**config.mk**
```make
export PLATFORM = sky130hd
export DESIGN_NAME = core_bus_master
export DESIGN_NICKNAME = d
export VERILOG_FILES = /design/src/rtl/core_bus_master.sv
export SDC_FILE = /design/constraint.sdc
export NUM_CORES = 1
export LEC_CHECK = 0
export ABC_AREA = 1
export CAP_MARGIN = 20
export CORE_MARGIN = 2
export CORE_UTILIZATION = 25
export CTS_BUF_LIST = sky130_fd_sc_hd__clkbuf_4
export CTS_CLUSTER_SIZE = 25
export DETAILED_ROUTE_END_ITERATION = 12
export HOLD_SLACK_MARGIN = 0.15
export SLEW_MARGIN = 25
export SYNTH_ARGS = -nofsm -noshare
export SYNTH_HDL_FRONTEND = slang
export SYNTH_SLANG_ARGS = --single-unit
```
**constraint.sdc**
```tcl
create_clock -name clk -period 7.73 [get_ports clk]
set_clock_uncertainty 0.15 [all_clocks]
set_input_delay 1.9325 -clock clk [delete_from_list [all_inputs] [get_ports clk]]
set_output_delay 1.9325 -clock clk [all_outputs]
set_load 0.03 [all_outputs]
```
**src/rtl/core_bus_master.sv**
```systemverilog
// -----------------------------------------------------------------------------
// core_bus_master
//   Core-side initiator for the shared two-core RAM bus. Load/store commands
//   from the core pipeline are queued in a small FIFO. They are issued one at a
//   time to the bus arbiter with a request/grant handshake. Read data or write
//   acknowledgements go back to the core as a one-cycle response pulse.
//   At most one command is outstanding on the bus, so responses come back in
//   command order.
//
// Parameters
//   ADDR_W      address width (RAM is 512 x 8)
//   DATA_W      data width
//   FIFO_DEPTH  command FIFO entries, power of two, >= 2
//   TIMEOUT     max cycles spent waiting for bus_rvalid before an error response
//
// Ports
//   clk, reset                   clock, synchronous active-high reset
//   cmd_valid/cmd_ready          core command handshake (cmd_ready = FIFO not full)
//   cmd_we/cmd_addr/cmd_wdata    command type, address, store data
//   rsp_valid                    one-cycle response pulse (no backpressure)
//   rsp_we/rsp_data/rsp_err      completed type, load data, read-timeout flag
//   bus_request/bus_grant        arbiter handshake (grant is a one-cycle pulse)
//   bus_addr/bus_wdata/bus_we    command to the bus, stable while requesting
//   bus_rdata/bus_rvalid         read return from the arbiter
// -----------------------------------------------------------------------------
module core_bus_master #(
  parameter int ADDR_W     = 9,
  parameter int DATA_W     = 8,
  parameter int FIFO_DEPTH = 4,
  parameter int TIMEOUT    = 15
) (
  input  logic              clk,
  input  logic              reset,
  input  logic              cmd_valid,
  output logic              cmd_ready,
  input  logic              cmd_we,
  input  logic [ADDR_W-1:0] cmd_addr,
  input  logic [DATA_W-1:0] cmd_wdata,
  output logic              rsp_valid,
  output logic              rsp_we,
  output logic [DATA_W-1:0] rsp_data,
  output logic              rsp_err,
  output logic              bus_request,
  input  logic              bus_grant,
  output logic [ADDR_W-1:0] bus_addr,
  output logic [DATA_W-1:0] bus_wdata,
  output logic              bus_we,
  input  logic [DATA_W-1:0] bus_rdata,
  input  logic              bus_rvalid
);

  localparam int PTR_W = (FIFO_DEPTH > 1) ? $clog2(FIFO_DEPTH) : 1;
  localparam int CNT_W = PTR_W + 1;
  localparam int TMO_W = $clog2(TIMEOUT + 1);
  localparam int ENT_W = 1 + ADDR_W + DATA_W;

  localparam logic [CNT_W-1:0] FULL_CNT  = CNT_W'(FIFO_DEPTH);
  localparam logic [CNT_W-1:0] EMPTY_CNT = CNT_W'(0);
  localparam logic [TMO_W-1:0] TMO_LAST  = TMO_W'(TIMEOUT - 1);

  localparam logic [2:0] ST_IDLE   = 3'd0;
  localparam logic [2:0] ST_REQ    = 3'd1;
  localparam logic [2:0] ST_RWAIT  = 3'd2;
  localparam logic [2:0] ST_RESP_W = 3'd3;
  localparam logic [2:0] ST_RESP_R = 3'd4;
  localparam logic [2:0] ST_RESP_E = 3'd5;

  // FIFO storage and bookkeeping
  logic [ENT_W-1:0]  fifo_mem_r [FIFO_DEPTH];
  logic [PTR_W-1:0]  wr_ptr_r;
  logic [PTR_W-1:0]  rd_ptr_r;
  logic [CNT_W-1:0]  count_r;
  logic              full_s;
  logic              empty_s;
  logic              push_s;
  logic              pop_s;

  // FIFO head, split into command fields
  logic [ENT_W-1:0]  head_s;
  logic              head_we_s;
  logic [ADDR_W-1:0] head_addr_s;
  logic [DATA_W-1:0] head_wdata_s;

  // Control state
  logic [2:0]        state_r;
  logic [2:0]        state_nxt_s;
  logic [TMO_W-1:0]  tmo_cnt_r;

  // Command register (drives the bus) and response registers
  logic              cmd_we_r;
  logic [ADDR_W-1:0] cmd_addr_r;
  logic [DATA_W-1:0] cmd_wdata_r;
  logic              bus_request_r;
  logic              rsp_valid_r;
  logic              rsp_we_r;
  logic [DATA_W-1:0] rsp_data_r;
  logic              rsp_err_r;

  // cmd_ready looks only at the registered count: a pop in the same cycle
  // does not open a slot until the following cycle.
  assign full_s    = (count_r == FULL_CNT);
  assign empty_s   = (count_r == EMPTY_CNT);
  assign cmd_ready = !full_s;
  assign push_s    = cmd_valid && !full_s;
  assign pop_s     = (state_r == ST_IDLE) && !empty_s;

  assign head_s       = fifo_mem_r[rd_ptr_r];
  assign head_we_s    = head_s[ENT_W-1];
  assign head_addr_s  = head_s[ENT_W-2 -: ADDR_W];
  assign head_wdata_s = head_s[DATA_W-1:0];

  assign bus_request = bus_request_r;
  assign bus_we      = cmd_we_r;
  assign bus_addr    = cmd_addr_r;
  assign bus_wdata   = cmd_wdata_r;
  assign rsp_valid   = rsp_valid_r;
  assign rsp_we      = rsp_we_r;
  assign rsp_data    = rsp_data_r;
  assign rsp_err     = rsp_err_r;

  // FIFO entry storage: write the incoming command at the write pointer
  always_ff @(posedge clk) begin
    if (reset) begin
      for (int i = 0; i < FIFO_DEPTH; i++) begin
        fifo_mem_r[i] <= {ENT_W{1'b0}};
      end
    end else if (push_s) begin
      fifo_mem_r[wr_ptr_r] <= {cmd_we, cmd_addr, cmd_wdata};
    end
  end

  // FIFO pointers and occupancy; pointers wrap naturally (depth is 2^PTR_W)
  always_ff @(posedge clk) begin
    if (reset) begin
      wr_ptr_r <= {PTR_W{1'b0}};
      rd_ptr_r <= {PTR_W{1'b0}};
      count_r  <= EMPTY_CNT;
    end else begin
      if (push_s) begin
        wr_ptr_r <= wr_ptr_r + PTR_W'(1);
      end
      if (pop_s) begin
        rd_ptr_r <= rd_ptr_r + PTR_W'(1);
      end
      case ({push_s, pop_s})
        2'b10:   count_r <= count_r + CNT_W'(1);
        2'b01:   count_r <= count_r - CNT_W'(1);
        default: count_r <= count_r;
      endcase
    end
  end

  // Next-state logic for the issue/response sequencer
  always_comb begin
    state_nxt_s = state_r;
    case (state_r)
      ST_IDLE: begin
        if (!empty_s) begin
          state_nxt_s = ST_REQ;
        end else begin
          state_nxt_s = ST_IDLE;
        end
      end
      ST_REQ: begin
        // No grant timeout: the request is held until the arbiter answers.
        if (!bus_grant) begin
          state_nxt_s = ST_REQ;
        end else if (cmd_we_r) begin
          state_nxt_s = ST_RESP_W;
        end else begin
          state_nxt_s = ST_RWAIT;
        end
      end
      ST_RWAIT: begin
        // rvalid is checked first so it wins over a coincident timeout.
        if (bus_rvalid) begin
          state_nxt_s = ST_RESP_R;
        end else if (tmo_cnt_r == TMO_LAST) begin
          state_nxt_s = ST_RESP_E;
        end else begin
          state_nxt_s = ST_RWAIT;
        end
      end
      ST_RESP_W: state_nxt_s = ST_IDLE;
      ST_RESP_R: state_nxt_s = ST_IDLE;
      ST_RESP_E: state_nxt_s = ST_IDLE;
      default:   state_nxt_s = ST_IDLE;
    endcase
  end

  // State register
  always_ff @(posedge clk) begin
    if (reset) begin
      state_r <= ST_IDLE;
    end else begin
      state_r <= state_nxt_s;
    end
  end

  // Read-wait counter: zero outside RWAIT, so it is already cleared on entry
  always_ff @(posedge clk) begin
    if (reset) begin
      tmo_cnt_r <= {TMO_W{1'b0}};
    end else if (state_r == ST_RWAIT) begin
      tmo_cnt_r <= tmo_cnt_r + TMO_W'(1);
    end else begin
      tmo_cnt_r <= {TMO_W{1'b0}};
    end
  end

  // Command register: loaded from the FIFO head on pop, then held so the bus
  // fields stay stable for the whole request phase
  always_ff @(posedge clk) begin
    if (reset) begin
      cmd_we_r    <= 1'b0;
      cmd_addr_r  <= {ADDR_W{1'b0}};
      cmd_wdata_r <= {DATA_W{1'b0}};
    end else if (pop_s) begin
      cmd_we_r    <= head_we_s;
      cmd_addr_r  <= head_addr_s;
      cmd_wdata_r <= head_wdata_s;
    end
  end

  // Registered bus request: high exactly while the sequencer sits in REQ
  always_ff @(posedge clk) begin
    if (reset) begin
      bus_request_r <= 1'b0;
    end else begin
      bus_request_r <= (state_nxt_s == ST_REQ);
    end
  end

  // Registered response: decoded from the next state so the pulse appears in
  // the cycle the sequencer occupies a RESP_* state
  always_ff @(posedge clk) begin
    if (reset) begin
      rsp_valid_r <= 1'b0;
      rsp_we_r    <= 1'b0;
      rsp_err_r   <= 1'b0;
      rsp_data_r  <= {DATA_W{1'b0}};
    end else begin
      rsp_valid_r <= (state_nxt_s == ST_RESP_W) ||
                     (state_nxt_s == ST_RESP_R) ||
                     (state_nxt_s == ST_RESP_E);
      rsp_we_r    <= (state_nxt_s == ST_RESP_W);
      rsp_err_r   <= (state_nxt_s == ST_RESP_E);
      if (state_nxt_s == ST_RESP_R) begin
        rsp_data_r <= bus_rdata;
      end else begin
        rsp_data_r <= {DATA_W{1'b0}};
      end
    end
  end

endmodule

```
After elaboration in Yosys (flattened, before gate mapping)
Memory sizes are Yosys's and may differ from the RTL's. A register that Yosys moved wholly into a read port is not among the register bits.
Index checks and enable logic that the tools add are counted.
{"block": "totals", "ff_bits": 26, "ramBits": 72, "output_inout_bits": 31, "n_memories": 1}
{"name": "fifo_mem_r", "words": 4, "word_bits": 18, "read_ports": 1, "rd_clocked_by_memory_dff": 1, "write_ports": 4, "line": "69", "text": "logic [ENT_W-1:0] fifo_mem_r [FIFO_DEPTH];"}
{"block": "classes", "addsub": 5, "n_eq_ne": 10, "n_mux": 15, "n_bitwise": 2, "n_reduce_logical": 12}
{"cell": "2-to-1 mux 18 bit", "count": 1}
{"cell": "OR reduction 18 bit", "count": 1}
{"cell": "equality test 3 bit (second input constant)", "count": 3}
{"cell": "case mux 3 bit (3 select lines)", "count": 1}
{"cell": "2-to-1 mux 1 bit", "count": 8}
{"cell": "equality test 3 x 1 -> 1 bit (second input constant)", "count": 2}
{"cell": "equality test 3 x 2 -> 1 bit (second input constant)", "count": 2}
{"cell": "logical NOT 3 bit", "count": 2}
{"cell": "2-to-1 mux 3 bit", "count": 2}
{"cell": "case mux 3 bit (2 select lines)", "count": 1}
{"cell": "adder 2 x 1 -> 2 bit (second input constant)", "count": 2}
{"cell": "adder 4 x 1 -> 4 bit (second input constant)", "count": 1}
{"cell": "equality test 4 bit (second input constant)", "count": 1}
{"cell": "2-to-1 mux 2 bit", "count": 2}
{"cell": "OR reduction 2 bit", "count": 2}
{"cell": "adder 3 x 1 -> 3 bit (second input constant)", "count": 1}
{"cell": "subtractor 3 x 1 -> 3 bit (second input constant)", "count": 1}
{"cell": "equality test 2 x 1 -> 1 bit (second input constant)", "count": 1}
{"cell": "equality test 2 bit (second input constant)", "count": 1}
{"cell": "logical AND 1 bit", "count": 2}
{"cell": "logical NOT 1 bit", "count": 2}
{"cell": "logical OR 1 bit", "count": 2}
{"cell": "inverter 1 bit", "count": 2}
{"cell": "nonzero test 2 bit", "count": 1}

Logic depth before layout (Yosys ltp)
{"block": "logic_depth", "ltp_word": 8, "depth_mapped": 14}

Worst setup path after synthesis
Ideal clock, no wire load.
{"block": "synth_path", "path_type": "input to register", "from": "input cmd_valid", "to": "memory fifo_mem_r[3][0] in the netlist's numbering (enable)", "setup_time_ns": 0.421, "arrival_time_ns": 3.443, "setup_slack_ns": 3.716, "stages": 2, "cell_sequence": "nand2_4 -> o31ai_1"}
{"element": "from (decl)", "line": "34", "text": "input logic cmd_valid,"}
{"element": "to (decl)", "line": "69"}

==> results by group <==
Status
  • Status: completed

Die
  • IO Pins: 62
  • Site Rows: 50
  • Chip width: 143 um
  • Die span in y: 143 um
  • Placeable Area: 18800 um^2
  • DIE AREA: 20400 um^2
  • Initial core utilization: 25.6%

Critical path
  • Worst endpoint required time: 7.65 ns
  • Peak per-stage delay on the critical path: 0.76 ns
  • Worst Setup SP: reset
  • R2r endpoint: fifo_mem_r[2][16]
  • Critical-path top delay cell: nand2_1
  • Worst Path Max Fanout: 31
  • Data arrival, critical path: 3.99 ns
  • Worst r2r src: wr_ptr_r[1]
  • WS Path Type: input pin to flop
  • Crit path launch type: input pin
  • Cells on worst reg2reg path: 5
  • Critical path, cell by cell: clkdlybuf4s50_1 -> inv_1 -> nand2_1
  • FF-to-FF setup slack: 4.89 ns
  • Crit. End Element: flop

Route
  • Final antenna-violating net count: 0
  • Via count: 3435
  • Routed len/inst: 13.3 um
  • Drt initial violations: 196
  • DRT Pass-1 Iters: 7
  • Drt drc: 0
  • DR vias/cell: 4.25
  • WL final: 10.7 mm

Synth
  • Gate Count Post-Synth: 498
  • Syn avg cell area: 9.65 um^2
  • Flops & latches, synth: 116
  • Synth top area share: 45.0%
  • Synth area leaders: edfxtp_1 45%, dfxtp_1 18%, nor2_1 12%
  • Syn Std Cell Area: 4810 um^2
  • Top FF cell, synth: edfxtp_1
  • Top-count cell post-synth: nor2_1
  • Post-synth cell types: 30
  • Async set-reset flop share out of synthesis: 0%
  • Synthesis Warnings: 0
  • Synth area leader: edfxtp_1
  • Register area share after synthesis: 63.3%
  • Number of synthesized flops with an enable pin: 72
  • Syn nets: 533
  • Post-synth top cells: 149 x nor2_1, 72 x edfxtp_1, 72 x o21ai_0, 44 x dfxtp_1, 42 x inv_1

Layout
  • Area Growth Syn to Fin: 22.2%
  • Final nets: 595
  • Filler instances: 1976
  • Share of cells above drive strength 1: 10.5%
  • Fin cells: 808

Global routing
  • Pin count of the biggest net entering global routing: 40
  • Antenna violations before repair: 1
  • Vias in the first global route: 3422
  • Global route total overflow: 0
  • First-pass GRT wire length: 17.5 mm
  • Gr usage total: 11.4%

Clock tree
  • CTS tree: built
  • Post-CTS Setup Repair Bufs: 0
  • Maximum clock insertion buffer count: 2
  • Clock sinks: 116
  • CTS Buf Count: 17
  • H-tree Lvls: 4
  • Root Buffer: clkbuf_4
  • CTS Hold Bufs: 0
  • Reg clk slew, reported paths: 0.10 ns
  • Clk_lat worst skew: 0.54 ns
  • Cts repair resizes: 0

STA
  • RSZ-0062 raised after global routing: false
  • Rel. slew slack: 40.9%
  • Setup TNS: 0 ns
  • Period utilisation layout: 52.7%
  • Final Hold Fails: 0
  • Worst-Margin Slew: 0.884 ns
  • Finish-stage setup viols: 0
  • Final min period: 4.07 ns
  • FMAX: 245 MHz
  • Max Slew Vio Count: 0

Worst hold path
  • Hold Path Class: flop to flop
  • Hold Path End: tmo_cnt_r[0]
  • Hold depth: 1
  • Hold path startpoint: tmo_cnt_r[0]

Placed design
  • DP Cell Count: 775
  • GPL Wtd Cong: 0.734
  • IO buf count: 61
  • DP HPWL: 6.92 mm

Power
  • Peak supply drop: 76.6 uV
  • Cell Pwr Density: 310 nW/um^2
  • Leak: 0.00233 uW

Job
  • Max-cap violations: 0
## sequential cells by signal, summed over array words and instances (netlist names)
signal,count
wr_ptr_r,2
rsp_err,1
rsp_data,8
fifo_mem_r,72
rsp_we,1
count_r,3
rsp_valid,1
bus_wdata,8
tmo_cnt_r,4
bus_we,1
rd_ptr_r,2
bus_addr,9
bus_request,1
state_r,3
## final cells by class
type / instances / area [um^2] / share of cell area, %
inverter: 49 / 184 / 3.13
multi-input combinational: 310 / 1440 / 24.5
timing repair buffer: 66 / 648 / 11.0
tap: 234 / 293 / 4.98
clock inverter: 8 / 86.3 / 1.47
sequential: 116 / 3040 / 51.8
antenna: 1 / 2.50 / 0.0426
clock buffer: 24 / 180 / 3.07
## worst max path at each step
stage                              endpoint  slack (ns)  depth (start not counted)
after floorplan            fifo_mem_r[3][0]        3.72                          2
after global placement     fifo_mem_r[0][8]        3.14                          3
after detailed placement  fifo_mem_r[1][14]        3.07                          4
after CTS                 fifo_mem_r[1][12]        3.66                          4
after global routing       fifo_mem_r[0][2]        3.45                          3
final                      fifo_mem_r[0][6]        3.66                          3
## critical path: cells and delay by family
family / cells / cell delay, ns
and+or+nand+nor: 1 / 0.76
buffers and inverters: 2 / 1.29
## power by group
part | internal, uW | switching, uW
sequential | 749 | 31.5
clock | 213 | 216
combinational | 196 | 416
## layout by cell type (no fill, tap or decap)
master           count
ha_1                 3
nand3_4              1
xnor2_1              1
fa_1                 1
nor2_1             149
nand2_4              1
nand3_2              3
nor3_1               8
diode_2              1
o21ai_2              1
o31ai_2              1
nor2_2               9
bufinv_16            2
inv_2                8
clkinv_1             2
nand2_1             35
dfxtp_1             44
clkbuf_4            24
buf_4                5
edfxtp_1            72
xor2_1               1
o21ai_1             11
clkinv_2             3
o21ai_0             70
clkdlybuf4s50_1     61
nand3_1              8
inv_1               42
or2_2                1
a21oi_1              5
nor2_8               1
## per-layer routing
metal	vias up	global-route usage, %	share of wire, %
met4	0	4.69	1.6
met2	79	17.6	45
met1	1582	14.3	47
met3	14	4.19	6.2
li1	1760	-	-
met5	-	0	0
## metrics by stage
stage                     utilization, %  power (uW)  hold WS (ns)  cell area, um^2  worst slack (ns)
after CTS                           31.3        1840         0.327             5870              3.66
after detailed placement            29.9        1420         0.303             5600              3.07
after floorplan                        -        1230         0.280             4810              3.72
after global routing                31.3        1960         0.365             5880              3.45
final                               31.3        1820         0.323             5880              3.66
after global placement              29.9        1410         0.297             5600              3.14
## cell families (layout without fill, tap and decap cells)
group | count (synthesis) | after routing | share of synthesized area (%)
fa+ha+maj | 4 | 4 | 1.20
buf+inv | 72 | 147 | 6.95
simple gates | 216 | 216 | 19.0
flops | 116 | 116 | 63.3
xor+xnor | 2 | 2 | 0.364
other cells | 0 | 1 | 0
compound gates | 88 | 88 | 9.21
Power figures use the tool's default switching activity.
